## src/rtl/acc_pkg.sv

```systemverilog
// Shared types and defaults for the accumulator result controller.
// The state enum is used by acc_ctrl; acc_buffer takes its default sizes from here.
package acc_pkg;

   localparam int DEF_WIDTH = 32;
   localparam int DEF_DEPTH = 4;

   typedef enum logic [1:0] {
      IDLE  = 2'd0,
      FILL  = 2'd1,
      DRAIN = 2'd2
   } state_t;

endpackage

```

## src/rtl/acc_buffer.sv

```systemverilog
// DEPTH x WIDTH result register file with one synchronous write port,
// one combinational read port, and every entry cleared by reset.
module acc_buffer
   import acc_pkg::*;
#(
   parameter int WIDTH = DEF_WIDTH,
   parameter int DEPTH = DEF_DEPTH,
   parameter int PW    = $clog2(DEPTH)
) (
   input  logic             clk,
   input  logic             reset,
   input  logic             wr_en,
   input  logic [PW-1:0]    wr_addr,
   input  logic [WIDTH-1:0] wr_data,
   input  logic [PW-1:0]    rd_addr,
   output logic [WIDTH-1:0] rd_data
);

   logic [WIDTH-1:0] mem [DEPTH];

   always_ff @(posedge clk or posedge reset) begin
      if (reset) begin
         for (int i = 0; i < DEPTH; i++) begin
            mem[i] <= '0;
         end
      end else if (wr_en) begin
         mem[wr_addr] <= wr_data;
      end
   end

   assign rd_data = mem[rd_addr];

endmodule

```

## src/rtl/acc_ctrl.sv

```systemverilog
// Result collection controller: captures cfg_len results from the systolic array,
// then drains them in order to the consumer with a last marker and a done pulse.
module acc_ctrl
   import acc_pkg::*;
#(
   parameter int WIDTH = DEF_WIDTH,
   parameter int DEPTH = DEF_DEPTH,
   parameter int LW    = $clog2(DEPTH + 1)
) (
   input  logic             clk,
   input  logic             reset,
   input  logic             start,
   input  logic [LW-1:0]    cfg_len,
   input  logic             abort,
   input  logic             in_valid,
   input  logic [WIDTH-1:0] in_data,
   output logic             in_ready,
   output logic             out_valid,
   output logic [WIDTH-1:0] out_data,
   output logic             out_last,
   input  logic             out_ready,
   output logic             busy,
   output logic             full,
   output logic             done,
   output logic             cfg_err
);

   localparam int PW = $clog2(DEPTH);

   state_t           state;
   state_t           state_next;
   logic [LW-1:0]    len;
   logic [PW-1:0]    wr_ptr;
   logic [PW-1:0]    rd_ptr;
   logic             done_q;
   logic             cfg_err_q;
   logic             accept;
   logic             reject;
   logic             wr_en;
   logic             rd_en;
   logic             wr_last;
   logic             rd_last;
   logic [WIDTH-1:0] rd_data;

   // Pointers stop at len-1, so the final entry is detected by comparison, not by wrap.
   assign wr_last = (LW'(wr_ptr) == len - LW'(1));
   assign rd_last = (LW'(rd_ptr) == len - LW'(1));

   always_ff @(posedge clk or posedge reset) begin
      if (reset) begin
         state <= IDLE;
      end else begin
         state <= state_next;
      end
   end

   // Abort overrides everything, so no write, read or job acceptance happens in that cycle.
   always_comb begin
      state_next = state;
      accept     = 1'b0;
      reject     = 1'b0;
      wr_en      = 1'b0;
      rd_en      = 1'b0;
      if (abort) begin
         state_next = IDLE;
      end else begin
         case (state)
            IDLE: begin
               if (start) begin
                  if ((cfg_len != '0) && (cfg_len <= LW'(DEPTH))) begin
                     accept     = 1'b1;
                     state_next = FILL;
                  end else begin
                     reject = 1'b1;
                  end
               end
            end
            FILL: begin
               if (in_valid) begin
                  wr_en = 1'b1;
                  if (wr_last) begin
                     state_next = DRAIN;
                  end
               end
            end
            DRAIN: begin
               if (out_ready) begin
                  rd_en = 1'b1;
                  if (rd_last) begin
                     state_next = IDLE;
                  end
               end
            end
            default: state_next = IDLE;
         endcase
      end
   end

   always_ff @(posedge clk or posedge reset) begin
      if (reset) begin
         len       <= '0;
         wr_ptr    <= '0;
         rd_ptr    <= '0;
         done_q    <= 1'b0;
         cfg_err_q <= 1'b0;
      end else begin
         done_q    <= rd_en && rd_last;
         cfg_err_q <= reject;
         if (accept) begin
            len    <= cfg_len;
            wr_ptr <= '0;
            rd_ptr <= '0;
         end
         if (wr_en && !wr_last) begin
            wr_ptr <= wr_ptr + PW'(1);
         end
         if (rd_en && !rd_last) begin
            rd_ptr <= rd_ptr + PW'(1);
         end
      end
   end

   acc_buffer #(
      .WIDTH (WIDTH),
      .DEPTH (DEPTH),
      .PW    (PW)
   ) u_buffer (
      .clk     (clk),
      .reset   (reset),
      .wr_en   (wr_en),
      .wr_addr (wr_ptr),
      .wr_data (in_data),
      .rd_addr (rd_ptr),
      .rd_data (rd_data)
   );

   // Every output is a function of registered state only; out_data is masked outside DRAIN.
   assign in_ready  = (state == FILL);
   assign out_valid = (state == DRAIN);
   assign full      = (state == DRAIN);
   assign busy      = (state != IDLE);
   assign out_data  = (state == DRAIN) ? rd_data : '0;
   assign out_last  = (state == DRAIN) && rd_last;
   assign done      = done_q;
   assign cfg_err   = cfg_err_q;

endmodule
```

## config.mk

```make
export PLATFORM = sky130hd
export DESIGN_NAME = acc_ctrl
export DESIGN_NICKNAME = d
export VERILOG_FILES = /design/src/rtl/acc_pkg.sv /design/src/rtl/acc_buffer.sv /design/src/rtl/acc_ctrl.sv
export SDC_FILE = /design/constraint.sdc
export NUM_CORES = 1
export LEC_CHECK = 0
export ABC_AREA = 1
export BUFFER_PORTS_ARGS = -buffer_cell sky130_fd_sc_hd__buf_2
export CORE_MARGIN = 5
export CORE_UTILIZATION = 55
export CTS_BUF_LIST = sky130_fd_sc_hd__clkbuf_8
export DETAILED_ROUTE_END_ITERATION = 10
export PLACE_DENSITY = 0.76
export SLEW_MARGIN = 0
export SYNTH_ARGS = -nofsm -noshare
export SYNTH_HDL_FRONTEND = slang
export SYNTH_SLANG_ARGS = --single-unit
```

## constraint.sdc

```tcl
create_clock -name clk -period 5.09 [get_ports clk]
set_input_delay 0.2545 -clock clk [delete_from_list [all_inputs] [get_ports clk]]
set_output_delay 0.2545 -clock clk [all_outputs]
set_load 0.1 [all_outputs]
```

==> results.json <==
{
  "status": "complete, no violations",
  "htree_levels": 4,
  "portBuffers": 79,
  "yosysSeqAreaShare_pct": 51.8,
  "setup_viol": 0,
  "die_w_um": 121,
  "dp.cells": 968,
  "timing.fmax_mhz": 270,
  "clkTransAtPathRegs_ns": 0.08,
  "final_layout_size_suffix_gt1_share_pct": 19.3,
  "min_from": "abort",
  "vdd_drop_max_v": 0.000233,
  "cp_cell_sequence": "inv_2, nand2_1, nand2_1, nor2_1, nand2_1, nor2_1, buf_2",
  "cp-startpoint": "rd_ptr[0]$_DFFE_PP0P_",
  "totalWireLength_mm": 15.1,
  "endpoint_kind": "output port",
  "insertion_delay_ns": 0.43,
  "worstMarginPinSlew_ns": 1.22,
  "whs_ns": 0.0937,
  "crit-reg2reg-launch": "rd_ptr[0]$_DFFE_PP0P_",
  "fin_util_pct": 60.6,
  "grt_pass1_wl_mm": 25.6,
  "place_ws_ns": 1.89,
  "drv_cap": 0,
  "post_drt_wl_per_cell_um": 15.1,
  "synth_nets": 834,
  "design_area_um2": 7280,
  "max_stage_delay_ns": 1.19,
  "core_area_um2": 12000,
  "routed_via_density": 5.48,
  "place_area_um2": 6930,
  "cts.path.max_buffers": 2,
  "yosys_warnings": 0,
  "clock-sinks": 139,
  "relSlewSlack_pct": 18.6,
  "ys_ff_latch": 139,
  "crit_slowest_cell": "dfrtp_2",
  "drc": 0,
  "grt_max_degree": 92,
  "syn_area_um2": 6720,
  "cts_buffers": 17,
  "syn_inst": 788,
  "avgSynthCellArea_um2": 8.53,
  "ant_nets": 0,
  "cp.arrival_ns": 3.45,
  "initial_core_util_pct": 55.9,
  "die_y_um": 121,
  "fin_setup_tns_ns": 0,
  "ctsResizeCount": 0,
  "rows": 40,
  "min_period_ns": 3.71,
  "antenna_found_initial": 0,
  "hold_path.class": "in -> reg",
  "diodes": 0,
  "start_kind": "register",
  "hold_viol": 0,
  "worstPathRequired_ns": 4.84,
  "fin_cells": 998,
  "setup_slack_ns": 1.38,
  "clockRootBuffer": "clkbuf_8",
  "firstDrtPassIters": 7,
  "crit_path_max_fanout": 69,
  "synthToLayoutAreaGrowth_pct": 8.38,
  "rsz0062_at_grt": "no",
  "skew_ns": 0.0128,
  "grt_usage_pct": 21.8,
  "leakagePower_nw": 3.69,
  "finalPower_mw": 3.31,
  "place_congestion": 0.776,
  "drtIter0Drc": 425,
  "grt_pass1_vias": 5530,
  "cp_common_cell": "nand2_1",
  "fillers": 1097,
  "yosysUniqueCellTypes": 28,
  "path_class": "reg -> out",
  "cts_tree": "built",
  "powerDensity_nw_per_um2": 454,
  "io-pin-count": 80,
  "dieArea_um2": 14500,
  "hpwl_mm": 9.13,
  "maxSlewViolCount": 0,
  "period_share_pct": 72.8,
  "nets": 887,
  "grt_remaining_overflow": 0,
  "vias": 5467
}
state kept, by name, summed over array words and instances (netlist names):
| signal | count |
|---|---|
| cfg_err | 1 |
| done | 1 |
| len | 3 |
| rd_ptr | 2 |
| state | 2 |
| u_buffer.mem | 128 |
| wr_ptr | 2 |
worst max-delay path: cells and delay by family (launching register included):
kind	cells	cell delay [ns]
AND/OR/NAND/NOR	5	0.59
buffers and inverters	2	1.18
flip-flops	1	1.19
cell type report:
type | count | area [µm²] | area share [%]
Clock buffer | 20 | 275 | 3.78
Timing Repair Buffer | 84 | 435 | 5.98
Clock inverter | 9 | 62.6 | 0.859
Tap cell | 147 | 184 | 2.53
Inverter | 49 | 189 | 2.59
Sequential cell | 139 | 3480 | 47.8
Multi-Input combinational cell | 550 | 2660 | 36.5
cells in the final DEF (no fill, tap or decap), types with 5 or more instances in the layout:
cell	count
nand2_1	157
dfrtp_1	138
nor2_1	137
o21ai_1	84
buf_2	79
o21ai_0	69
inv_1	52
o21ai_2	44
a21oi_1	35
clkbuf_8	20
nand2_4	5
ha_1	5
Yosys cell counts, drive strengths merged:
cell type	count	area, µm²
a21oi	35	175
buf	39	358
clkbuf	11	42.5
dfrtp	139	3480
ha	5	62.6
inv	49	184
nand2	162	646
nand3	5	30.0
nand4	1	6.26
nor2	140	552
nor3	1	5.00
nor4	1	6.26
o21ai	197	1150
o21bai	1	7.51
or2	1	6.26
xnor2	1	8.76
report_power, final:
part           total, mW  switching [mW]  internal (mW)
clock              0.783           0.378          0.405
sequential          1.71           0.218           1.49
combinational      0.813           0.479          0.334
per-layer routing:
layer  routed length, µm  vias up  GRT usage (%)
met4                 315        0           8.57
met3                 869       29           4.35
met1                6530     2606           27.4
li1                    -     2655              -
met5                   0        -              0
met2                7340      177           37.1
kinds of logic (layout without fill, tap and decap cells):
kind of cell	after synthesis	in the layout	synth area share (%)
AOI/OAI and AO/OA	233	233	19.9
xor gates and xnor gates	1	1	0.130
adders and majority gates	5	5	0.931
buffers and inverters	99	162	8.70
DFF	139	139	51.8
and+or+nand+nor	311	311	18.6
worst paths after layout:
path	end	depth (start not counted)	slack, ns
min in group asynchronous	u_buffer.mem[31]$_DFFE_PP0P_	3	0.51
max in group asynchronous	u_buffer.mem[72]$_DFFE_PP0P_	4	3.47
max reg2reg	rd_ptr[0]$_DFFE_PP0P_	8	2.17
max	out_last	7	1.38
min	done$_DFF_PP0_	2	0.09
min reg2reg	u_buffer.mem[83]$_DFFE_PP0P_	2	0.48
timing repair:
item	in CTS	in global routing
buffers inserted	0	0
hold endpoints to repair	1	0
hold buffers	1	0
Note: power is estimated with default switching activity, not from simulation.
